[src/rtl/fpu_pkg.sv]
// Shared FPU issue/writeback types: unit class encoding, default latencies, reservation tag.
// Latency: n/a (types and constants only).
// Backpressure: n/a.
package fpu_pkg;

  // Unit class, also the bit index into the one-hot start vector.
  typedef enum logic [1:0] {
    CLS_CMP = 2'd0,
    CLS_ADD = 2'd1,
    CLS_MUL = 2'd2,
    CLS_DIV = 2'd3
  } fpu_cls_e;

  // Default unit latencies, cycles from start to result valid.
  localparam int FPU_LAT_CMP = 1;
  localparam int FPU_LAT_MUL = 2;
  localparam int FPU_LAT_ADD = 3;
  localparam int FPU_LAT_DIV = 6;

  // Reservation depth; every unit latency must fit in 1..FPU_MAXLAT-1.
  localparam int FPU_MAXLAT = 8;

  // Architectural register index width carried in the tag.
  localparam int FPU_RD_W = 5;

  // Tag travelling with each reserved writeback slot.
  typedef struct packed {
    fpu_cls_e              cls;
    logic [FPU_RD_W-1:0]   rd;
  } fpu_tag_t;

endpackage

[src/rtl/fpu_wb_slot_ring.sv]
// Writeback reservation ring: MAXLAT-deep shift register of {valid, tag}, entry k = result k cycles out.
// Latency: a load at index i reaches entry 0 after i further shifts; clear takes effect on the next edge.
// Backpressure: none internally; the caller must only load an index it knows will be empty.
// Ports: clk/rstn clock and async active-low reset; clr empties the ring; ld_en/ld_idx/ld_tag place a
//        reservation; slot exposes all valid bits; tag0 is the tag of the entry arriving this cycle.
module fpu_wb_slot_ring
  import fpu_pkg::*;
#(
  parameter int MAXLAT = FPU_MAXLAT,
  parameter int IDX_W  = $clog2(MAXLAT)
) (
  input  logic              clk,
  input  logic              rstn,
  input  logic              clr,
  input  logic              ld_en,
  input  logic [IDX_W-1:0]  ld_idx,
  input  fpu_tag_t          ld_tag,
  output logic [MAXLAT-1:0] slot,
  output fpu_tag_t          tag0
);

  logic [MAXLAT-1:0] slot_q;
  fpu_tag_t          tag_q [MAXLAT];

  always_ff @(posedge clk or negedge rstn) begin
    if (!rstn) begin
      slot_q <= '0;
      for (int k = 0; k < MAXLAT; k++) begin
        tag_q[k] <= '0;
      end
    end else if (clr) begin
      slot_q <= '0;
      for (int k = 0; k < MAXLAT; k++) begin
        tag_q[k] <= '0;
      end
    end else begin
      // Advance every reservation one cycle closer to arrival.
      for (int k = 0; k < MAXLAT - 1; k++) begin
        slot_q[k] <= slot_q[k+1];
        tag_q[k]  <= tag_q[k+1];
      end
      slot_q[MAXLAT-1] <= 1'b0;
      tag_q[MAXLAT-1]  <= '0;
      // The load overrides the shifted-in value; the issue check guarantees that value was empty.
      if (ld_en) begin
        slot_q[ld_idx] <= 1'b1;
        tag_q[ld_idx]  <= ld_tag;
      end
    end
  end

  assign slot = slot_q;
  assign tag0 = tag_q[0];

endmodule

[src/rtl/fpu_wb_scheduler.sv]
// FPU issue and writeback scheduler: issues one op per cycle, reserves the shared writeback slot, muxes results.
// Latency: op accepted in cycle t writes back (registered) in cycle t+L+1, L = latency of its unit class.
// Backpressure: in_ready drops when the op's arrival slot is already taken or during flush; younger op stalls.
// Ports: clk/rstn clock and async active-low reset; in_valid/in_ready/in_cls/in_rd decode handshake;
//        flush drops all in-flight reservations; start one-hot unit start; res_* unit results;
//        wb_valid/wb_rd/wb_to_int/wb_data registered register-file writeback.
module fpu_wb_scheduler
  import fpu_pkg::*;
#(
  parameter int LAT_CMP = FPU_LAT_CMP,
  parameter int LAT_MUL = FPU_LAT_MUL,
  parameter int LAT_ADD = FPU_LAT_ADD,
  parameter int LAT_DIV = FPU_LAT_DIV,
  parameter int MAXLAT  = FPU_MAXLAT,
  parameter int RD_W    = FPU_RD_W
) (
  input  logic            clk,
  input  logic            rstn,
  input  logic            in_valid,
  output logic            in_ready,
  input  logic [1:0]      in_cls,
  input  logic [RD_W-1:0] in_rd,
  input  logic            flush,
  output logic [3:0]      start,
  input  logic [31:0]     res_cmp,
  input  logic [31:0]     res_add,
  input  logic [31:0]     res_mul,
  input  logic [31:0]     res_div,
  output logic            wb_valid,
  output logic [RD_W-1:0] wb_rd,
  output logic            wb_to_int,
  output logic [31:0]     wb_data
);

  localparam int IDX_W = $clog2(MAXLAT);

  // Latencies must leave room for the ready check at index L, which must exist in the ring.
  // The tag struct is shared, so the register index width is fixed by the package.
  if (LAT_CMP < 1 || LAT_CMP > MAXLAT - 1 ||
      LAT_MUL < 1 || LAT_MUL > MAXLAT - 1 ||
      LAT_ADD < 1 || LAT_ADD > MAXLAT - 1 ||
      LAT_DIV < 1 || LAT_DIV > MAXLAT - 1) begin : g_bad_lat
    $error("fpu_wb_scheduler: every unit latency must be in 1..MAXLAT-1");
  end
  if (RD_W != FPU_RD_W) begin : g_bad_rd_w
    $error("fpu_wb_scheduler: RD_W must match fpu_pkg::FPU_RD_W");
  end

  logic [MAXLAT-1:0] slot;
  fpu_tag_t          tag0;
  fpu_tag_t          ld_tag;
  logic [IDX_W-1:0]  sel_lat;
  logic [IDX_W-1:0]  ld_idx;
  logic              fire;
  logic [31:0]       res_sel;

  // Latency of the offered op's unit.
  always_comb begin
    sel_lat = IDX_W'(LAT_CMP);
    case (in_cls)
      CLS_CMP: sel_lat = IDX_W'(LAT_CMP);
      CLS_ADD: sel_lat = IDX_W'(LAT_ADD);
      CLS_MUL: sel_lat = IDX_W'(LAT_MUL);
      CLS_DIV: sel_lat = IDX_W'(LAT_DIV);
      default: sel_lat = IDX_W'(LAT_CMP);
    endcase
  end

  // slot[L] shifts into L-1 on the same edge the new op would load there, so it is the one to check.
  assign in_ready = !slot[sel_lat] && !flush;
  assign fire     = in_valid && in_ready;
  assign ld_idx   = sel_lat - IDX_W'(1);

  always_comb begin
    ld_tag     = '0;
    ld_tag.cls = fpu_cls_e'(in_cls);
    ld_tag.rd  = in_rd;
  end

  always_comb begin
    start         = '0;
    start[in_cls] = fire;
  end

  fpu_wb_slot_ring #(
    .MAXLAT (MAXLAT),
    .IDX_W  (IDX_W)
  ) u_ring (
    .clk    (clk),
    .rstn   (rstn),
    .clr    (flush),
    .ld_en  (fire),
    .ld_idx (ld_idx),
    .ld_tag (ld_tag),
    .slot   (slot),
    .tag0   (tag0)
  );

  // Pick the result of the unit whose reservation arrives this cycle.
  always_comb begin
    res_sel = res_cmp;
    case (tag0.cls)
      CLS_CMP: res_sel = res_cmp;
      CLS_ADD: res_sel = res_add;
      CLS_MUL: res_sel = res_mul;
      CLS_DIV: res_sel = res_div;
      default: res_sel = res_cmp;
    endcase
  end

  // Payload fields hold between writebacks; only wb_valid is cleared.
  always_ff @(posedge clk or negedge rstn) begin
    if (!rstn) begin
      wb_valid  <= 1'b0;
      wb_rd     <= '0;
      wb_to_int <= 1'b0;
      wb_data   <= '0;
    end else if (flush) begin
      wb_valid <= 1'b0;
    end else if (slot[0]) begin
      wb_valid  <= 1'b1;
      wb_rd     <= tag0.rd;
      wb_to_int <= (tag0.cls == CLS_CMP);
      wb_data   <= res_sel;
    end else begin
      wb_valid <= 1'b0;
    end
  end

endmodule

[config.mk]
export PLATFORM = sky130hd
export DESIGN_NAME = fpu_wb_scheduler
export DESIGN_NICKNAME = d
export VERILOG_FILES = /design/src/rtl/fpu_pkg.sv /design/src/rtl/fpu_wb_slot_ring.sv /design/src/rtl/fpu_wb_scheduler.sv
export SDC_FILE = /design/constraint.sdc
export NUM_CORES = 1
export LEC_CHECK = 0
export BUFFER_PORTS_ARGS = -buffer_cell sky130_fd_sc_hd__buf_2
export CELL_PAD_IN_SITES_DETAIL_PLACEMENT = 1
export CELL_PAD_IN_SITES_GLOBAL_PLACEMENT = 2
export CORE_ASPECT_RATIO = 0.5
export CORE_MARGIN = 1.5
export CORE_UTILIZATION = 29
export CTS_CLUSTER_DIAMETER = 200
export CTS_CLUSTER_SIZE = 20
export DETAILED_ROUTE_END_ITERATION = 8
export GPL_TIMING_DRIVEN = 1
export HOLD_SLACK_MARGIN = 0.1
export PLACE_DENSITY_LB_ADDON = 0.1
export SYNTH_ARGS = -nofsm -noshare
export SYNTH_HDL_FRONTEND = slang
export SYNTH_SLANG_ARGS = --single-unit
[constraint.sdc]
create_clock -name clk -period 1.65 [get_ports clk]
set_input_delay 0 -clock clk [delete_from_list [all_inputs] [get_ports clk]]
set_output_delay 0 -clock clk [all_outputs]
set_load 0.005 [all_outputs]
# Word-level counts from Yosys, hierarchy flattened
# Cells that the tools add are included.
# totals
regBits	103
latchBits	0
ram_bits	0
mem_bits_ro	0
inputBits	139
out_inout_bits	44
elab_cells	66
memories	0
# classes
add_sub_neg	1
multipliers	0
div	0
order_cmp	7
eq_ne	6
shifts	0
mux	17
bitwise	4
n_reduce_logical	10
# op_table
cell	n
$pmux 32 s4	1
$mux 56	2
$bwmux 56	1
$demux 7 s3	1
$mux 8	2
$pmux 3 s4	1
$eq 2x2->1 const B	4
$lt 3x4->1 const B	2
$or 7x8->8	1
$mux 7	1
$logic_and 1x1->1	5
$mux 1	5
$and 4x4->4	1
$eq 2x1->1 const B	2
$ge 4x4->1 const B	1
$logic_not 2->1	2
$lt 4x1->1 const B	1
$not 3->4	1
$bmux 1 s3	1
$demux 1 s3	1
$ge 3x1->1 const B	1
$lt 2x3->1 const B	1
$sub 3x1->3 const B	1
$demux 1 s2	1
4 further kinds	5

# Logic depth before layout (Yosys ltp)
# Gate-level depths: netlist (run 1).
# logic_depth
depth_word	11
ltp_mapped	5
ltp_nobuf	4

# By module
# Synthesis (run 1) repeated with hierarchy kept, for this count alone.
# hier_totals
hier_cells	455
area_unflattened_um2	5106.1
# by_module_without_submodules
module	n_inst	cells_per_inst	area_each_um2	seq_area_each_um2
fpu_wb_slot_ring	1	223	2790.2	1601.5
fpu_wb_scheduler	1	232	2316.0	975.9

# Worst setup path after synthesis (run 1)
# No wires, ideal clock.
# synth_path
path_type	register to register
from	reg u_ring.slot_q[3], in the netlist u_ring.slot[3]
to	reg u_ring.tag_q[35] (netlist bit)
setup_time_ps	125
t_arrival_ps	1204
required_time_ps	1525
setup_slack_ps	321
stages_incl_launch_ff	3
path_buffers	0
period_less_slack_ps	1329
path_cell_list	dfrtp_1 nor4_4 mux2_2
# synth_via
elab_chain_cells	7
# synth_lines
element	line_no	source
start, declared	fpu_wb_slot_ring.sv:22	logic [MAXLAT-1:0] slot_q;
start signal, assigned by index	fpu_wb_slot_ring.sv:39	slot_q[k] <= slot_q[k+1];
$bmux 1 s3	fpu_wb_scheduler.sv:70	assign in_ready = !slot[sel_lat] && !flush;
$mux 1 (not written as such)	fpu_wb_scheduler.sv:70	
$logic_not 1->1	fpu_wb_scheduler.sv:70	
$logic_and 1x1->1	fpu_wb_scheduler.sv:70	
$logic_and 1x1->1	fpu_wb_scheduler.sv:71	assign fire = in_valid && in_ready;
$mux 56	fpu_wb_slot_ring.sv:45	if (ld_en) begin
$mux 56	fpu_wb_slot_ring.sv:31	end else if (clr) begin
end signal, assigned by index	fpu_wb_slot_ring.sv:40	tag_q[k] <= tag_q[k+1];
end signal, assigned by index	fpu_wb_slot_ring.sv:47	tag_q[ld_idx] <= ld_tag;
end, declared	fpu_wb_slot_ring.sv:23	fpu_tag_t tag_q [MAXLAT];
# Every way passes these cells. The select of a mux whose other input is x is not followed.
# A chain may end at the register's enable or synchronous reset.

# Final worst setup path (run 1)
# layout_path
from	reg u_ring.tag_q, in the netlist u_ring.tag0[5]
to	reg wb_data[1]
# layout_via
elab_chain_cells	2
elab_cells_between_ends	5
classes_between	eq/ne (3); mux (1); reduce/logical (1)
# layout_lines
element	line_no	source
$eq 2x2->1 (tied with other cells)	fpu_wb_scheduler.sv:102	case (tag0.cls)
$pmux 32 s4 (*)	fpu_wb_scheduler.sv:102	
end signal, assigned	fpu_wb_scheduler.sv:124	wb_data <= res_sel;
end, declared	fpu_wb_scheduler.sv:32	output logic [31:0] wb_data
# Every way passes the cells marked *; elsewhere a longest branch is shown, timed or not.

==> flow_summary.json, run 1 <==
{
  "path_clk_slew_ns": 0.08,
  "final.min_clock_period_ns": 1.59,
  "areaGrowthSynthToFinish_pct": 65.8,
  "synth_edf_count": 0,
  "seq_area_frac_synth": 0.570,
  "crit_arrival_ns": 1.82,
  "clock-root-buffer": "clkbuf_16",
  "cpPeakStageDelay_ns": 0.58,
  "vias": 4240,
  "crit_fanout": 12,
  "cts_tree": "yes",
  "io_buffers": 182,
  "timing.rr.start": "u_ring.tag0[5]",
  "final_nets": 854,
  "grt_usage": 0.202,
  "synth_top_area_share": 0.570,
  "hold_class": "in2async",
  "crit_type": "reg2reg",
  "slew_viol_final": 0,
  "antenna_found_initial": 0,
  "met2_usage": 0.353,
  "peakVddDrop_v": 0.000484,
  "die_width_um": 180,
  "drtPass1Iterations": 4,
  "cp-start-kind": "register",
  "detail-route-antenna-nets": 0,
  "tightest_slew_ns": 0.507,
  "r2r-end": "wb_data[1]",
  "synth_cell_types": 32,
  "layout-drive-gt1-share": 0.315,
  "drt_iter0_markers": 105,
  "p_switching_uw": 1740,
  "rsz0062_at_grt": "false",
  "grt.met3_usage": 0.0497,
  "p_per_area_mw_per_mm2": 858,
  "synthesis.area_mm2": 0.00452,
  "p_leak_uw": 0.00360,
  "cts_buffers": 9,
  "ys_warn_count": 0,
  "synthArstFlopShare": 1.00,
  "gr-total-overflow": 0,
  "yosysTopAreaCell": "dfrtp_1",
  "cp-end-kind": "register",
  "gp_congestion": 0.769,
  "p_int_uw": 4700,
  "slowest_stage": "dlygate4sd3_1",
  "clockBufferDepth": 2,
  "synth_flop_cell": "dfrtp_1",
  "setup_viol": 0,
  "fp.dieArea_mm2": 0.0164,
  "syn_avg_cell_area_um2": 11.7,
  "die_h_um": 91.3,
  "synth.area.top_cells": "dfrtp_1 57%, mux2i_1 15%, o221ai_1 6.2%, nand2_1 5.0%, nor2b_1 4.0%",
  "fin_hold_ws_ns": 0.208,
  "cp.required_ns": 1.88,
  "clkLatencyLatePin_ns": 0.35,
  "crit_chain": "mux2i_1 -> dlygate4sd3_1 -> o221ai_1",
  "htreeDepth": 3,
  "first_global_vias": 4619,
  "comb_power_share": 0.195,
  "p_total_uw": 6440,
  "relSlewSlack": 0.660,
  "dp.cells": 766,
  "p_clk_frac": 0.351,
  "ys_ff_latch": 103,
  "layout.cells.non_filler": 924,
  "grt_first_pass_wirelength_um": 25700,
  "busiest_layer": "met2",
  "dp_hpwl_um": 9410,
  "viasPerCell": 4.59,
  "wl_per_cell_um": 17.4,
  "rr_worst_depth": 3,
  "hold_viol": 0,
  "synthTopCellsByCount": "103 x dfrtp_1, 69 x mux2i_1, 60 x nand2_1",
  "grt_max_degree": 44,
  "initial_core_util": 0.295,
  "skew_ns": 0.0109,
  "post-route-drc-count": 0,
  "wl_um": 16100,
  "p_seq_frac": 0.453,
  "core_area_mm2": 0.0153,
  "cap_viol_max_count": 0,
  "num_rows": 32,
  "synth.most_common_cell": "dfrtp_1",
  "r2r_setup_slack_ns": 0.06,
  "netlist_instances": 386,
  "clock.fmax_mhz": 629,
  "cts_sinks": 103,
  "grtUsageMet1": 0.248,
  "status": "finished, final reports clean",
  "setup_tns_ns": 0,
  "finalCritPeriodShare": 0.963,
  "io_pins": 183,
  "final_core_util": 0.489,
  "p_sw_frac": 0.270,
  "n_antenna_cell": 0
}
## worst max path at each step
stage	startpoint	endpoint	slack (ns)	depth (start not counted)
final	u_ring.tag0[5]	wb_data[1]	0.06	3
after global placement	u_ring.tag0[5]	wb_data[14]	0.28	3
after CTS	u_ring.tag0[5]	wb_data[26]	0.05	3
after floorplan	u_ring.slot[3]	u_ring.tag_q[35]	0.32	2
after global routing	u_ring.tag0[5]	wb_data[1]	0.02	3
after detailed placement	u_ring.tag0[5]	wb_data[14]	0.23	3
## power groups by stage
stage | clock [µW] | sequential (µW) | combinational, µW
finish | 2260 | 2920 | 1260
global route | 2440 | 2950 | 1380
CTS | 2380 | 2920 | 1240
detailed placement | 0 | 2970 | 969
global placement | 0 | 2960 | 957
floorplan | 0 | 2970 | 367
## logic make-up after synthesis
logic type,synth area share
compound gates,0.0802
mux,0.170
other cells,0.000829
simple gates,0.144
buf+inv,0.0357
flops,0.570
## critical path: cells and delay by family, from the launching register on
family          cells  cell delay, ns
flops               1            0.54
compound gates      1            0.11
mux                 1            0.23
buf+inv             1            0.58
## layer usage
| layer | share of wire | vias to the layer above | wire, µm |
|---|---|---|---|
| met2 | 0.50 | 114 | 8060 |
| met5 | 0 | - | 0 |
| met4 | 0.023 | 0 | 367 |
| li1 | - | 2008 | - |
| met3 | 0.042 | 29 | 675 |
| met1 | 0.43 | 2089 | 6950 |
## sequential cells by signal (all words and copies together) (netlist names)
name	count
u_ring.slot	8
u_ring.tag0	7
u_ring.tag_q	49
wb_data	32
wb_rd	5
wb_to_int	1
wb_valid	1
## layout make-up
| class | instances | area, µm² |
|---|---|---|
| clock buffer | 9 | 225 |
| clock inverter | 7 | 88.8 |
| fill | 1704 | 7830 |
| inverter | 7 | 26.3 |
| multi-input combinational | 256 | 1810 |
| sequential | 103 | 2580 |
| tap | 204 | 255 |
| timing repair buffer | 338 | 2510 |
## per-stage QoR
| step | area (µm²) | setup slack [ns] |
|---|---|---|
| 2_1_floorplan | 4550 | 0.321 |
| 3_3_place_gp | 5770 | 0.284 |
| 3_5_place_dp | 5770 | 0.229 |
| 4_1_cts | 7470 | 0.0504 |
| 5_1_grt | 7500 | 0.0179 |
| 6_report | 7500 | 0.0605 |
## repair_timing
action / in CTS / in global routing
endpoints found under the hold margin: 161 / 0
buffers inserted: 0 / 3
setup endpoints to repair: 0 / 5
hold buffers: 139 / 0
resized for setup: 0 / 3
## cells in the final DEF (no fill, tap or decap), drive strengths merged, types with 10 or more instances in the layout
master	instances
dfrtp	103
o221ai	32
nor2	10
nor2b	29
nand2	60
mux2i	69
dlygate4sd3	137
nand3	16
buf	199
Power figures use the tool's default switching activity.
==> run 2: changes to the inputs <==
--- a/config.mk
+++ b/config.mk
@@ -10,7 +10,7 @@
 export CELL_PAD_IN_SITES_GLOBAL_PLACEMENT = 2
 export CORE_ASPECT_RATIO = 0.5
 export CORE_MARGIN = 1.5
-export CORE_UTILIZATION = 29
+export CORE_UTILIZATION = 31
 export CTS_CLUSTER_DIAMETER = 200
 export CTS_CLUSTER_SIZE = 20
 export DETAILED_ROUTE_END_ITERATION = 8
@@ -19,4 +19,5 @@
 export PLACE_DENSITY_LB_ADDON = 0.1
 export SYNTH_ARGS = -nofsm -noshare
 export SYNTH_HDL_FRONTEND = slang
+export SYNTH_HIERARCHICAL = 1
 export SYNTH_SLANG_ARGS = --single-unit
==> flow_summary.json, run 2 <==
{
  "status": "complete, but fails checks",
  "violations": "negative setup slack",
  "dp_hpwl_um": 10700,
  "layout-drive-gt1-share": 0.334,
  "skew_ns": 0.0126,
  "grt_usage": 0.210,
  "grt_max_degree": 58,
  "die_width_um": 185,
  "clock.fmax_mhz": 545,
  "io_pins": 183,
  "first_global_vias": 5169,
  "detail-route-antenna-nets": 0,
  "synth_flop_cell": "dfrtp_1",
  "gp_congestion": 0.751,
  "peakVddDrop_v": 0.000518,
  "wl_um": 17600,
  "syn_avg_cell_area_um2": 11.2,
  "fp.dieArea_mm2": 0.0173,
  "vias": 4738,
  "layout_common_cells": "181 x buf_2, 137 x dlygate4sd3_1, 102 x dfrtp_1",
  "finalCritPeriodShare": 1.11,
  "synthArstFlopShare": 1.00,
  "drt_iter0_markers": 220,
  "cp.required_ns": 1.87,
  "crit_chain": "mux4_2 -> nor2_4 -> or4b_4 -> mux2i_1",
  "p_total_uw": 6520,
  "drtPass1Iterations": 4,
  "gr-total-overflow": 0,
  "synthTopCellsByCount": "103 x dfrtp_1, 93 x mux2i_1, 59 x nand2b_1",
  "post-cts-setup-buffers": 0,
  "wl_per_cell_um": 17.6,
  "ys_ff_latch": 103,
  "slew_viol_final": 0,
  "p_per_area_mw_per_mm2": 806,
  "place_area_mm2": 0.00634,
  "seq_area_frac_synth": 0.505,
  "final_common_cell": "buf_2",
  "yosysTopAreaCell": "dfrtp_1",
  "clockBufferDepth": 2,
  "path_clk_slew_ns": 0.08,
  "io_buffers": 182,
  "areaGrowthSynthToFinish_pct": 58.6,
  "viasPerCell": 4.73,
  "tightest_slew_ns": 0.476,
  "clock-root-buffer": "clkbuf_16",
  "clkLatencyLatePin_ns": 0.36,
  "crit_type": "reg2reg",
  "final.min_clock_period_ns": 1.83,
  "grt_first_pass_wirelength_um": 27900,
  "num_rows": 32,
  "relSlewSlack": 0.683,
  "cts_sinks": 103,
  "synth_edf_count": 0,
  "hold_class": "in2async",
  "largest_reg_flops": 49,
  "cp-start-kind": "register",
  "fillCellCount": 1747,
  "crit_arrival_ns": 2.05,
  "critPathBufInv": 0,
  "crit_family": "multiplexers",
  "crit_fanout": 4,
  "synth_fp_nets": 594,
  "synthesis.area_mm2": 0.00511,
  "cts_tree": "yes",
  "htreeDepth": 3,
  "antenna_found_initial": 0,
  "rsz0062_at_grt": "true",
  "synth_cell_types": 31,
  "netlist_instances": 455,
  "slowest_stage": "mux4_2",
  "fin_ws_ns": -0.184,
  "ys_warn_count": 6,
  "synth_top_area_share": 0.505,
  "synth.area.top_cells": "dfrtp_1 50%, mux2i_1 18%, nand2b_1 7.2%, o221ai_1 3.8%, nand2_1 3.0%",
  "hold_viol": 0,
  "initial_core_util": 0.325,
  "cp-end-kind": "register",
  "cap_viol_max_count": 0,
  "core_area_mm2": 0.0157,
  "final_nets": 913,
  "top_register": "u_ring/tag_q",
  "setup_viol": 63,
  "multi_input_area_mm2": 0.00232,
  "final_area_mm2": 0.00810,
  "p_leak_uw": 0.00392,
  "cts_buffers": 9,
  "post-route-drc-count": 0,
  "cpPeakStageDelay_ns": 0.52,
  "synth.most_common_cell": "dfrtp_1",
  "die_h_um": 93.8,
  "regArea_mm2": 0.00258
}
## run 2: worst reg2reg max path: stages, from the launching register on
cell and delay [ns]:
dfrtp_1 0.40, mux4_2 0.52, nor2_4 0.14, or4b_4 0.50, mux2i_1 0.13
## run 2: final timing paths
check / startpoint / end / slack [ns] / cells after the start
worst max-delay path: u_ring/slot[6] / u_ring/tag0[6] / -0.18 / 4
worst min-delay path: rstn / u_ring/slot[7] / 0.12 / 2
worst max register to register: u_ring/slot[6] / u_ring/tag0[6] / -0.18 / 4
worst min register to register: u_ring/tag0[2] / wb_rd[2] / 0.45 / 2
max in group asynchronous: rstn / u_ring/tag0[6] / 0.78 / 3
min in group clk: in_valid / u_ring/slot[0] / 0.33 / 5
## run 2: repair_timing
item | 4_1_cts | 5_1_grt
gates resized for setup | 13 | 9
endpoints found under the hold margin | 144 | 0
hold buffers | 137 | 0
pin swaps | 0 | 2
endpoints found under the setup margin | 64 | 65
## run 2: report_power, final
part	switching, µW	total (µW)	internal [µW]
logic	639	1450	810
registers	146	2930	2780
clock network	1070	2140	1080
total	1850	6520	4670
## run 2: kinds of logic after synthesis
logic type | count (synthesis) | share of synthesized area
AND/OR/NAND/NOR | 136 | 0.156
flip-flops | 103 | 0.505
multiplexers | 94 | 0.187
AO/OA/AOI/OAI | 69 | 0.0997
buffers and inverters | 53 | 0.0529
## run 2: metrics by stage
stage	hold slack [ns]	TNS, ns	utilization	worst slack [ns]	cells
finish	0.123	-6.27	0.515	-0.184	1001
global route	0.179	-11.49	0.514	-0.253	1000
CTS	0.135	-6.69	0.512	-0.171	1000
detailed placement	-0.0110	-5.77	0.403	-0.145	847
global placement	-0.0159	-2.11	0.403	-0.0853	847
floorplan	-0.296	-0.920	-	-0.119	455
## run 2: final cells by class
class	count	share of cell area
timing repair buffer	351	0.319
sequential	103	0.318
multi-input combinational	299	0.287
tap	221	0.0342
clock buffer	9	0.0278
clock inverter	7	0.00896
inverter	10	0.00464
antenna	1	0.000309
## run 2: routing by layer
layer | vias up | track usage | share of wire
met3 | 33 | 0.0430 | 0.045
met1 | 2342 | 0.259 | 0.44
li1 | 2235 | - | -
met2 | 128 | 0.369 | 0.49
met5 | - | 0 | 0
met4 | 0 | 0.0724 | 0.022
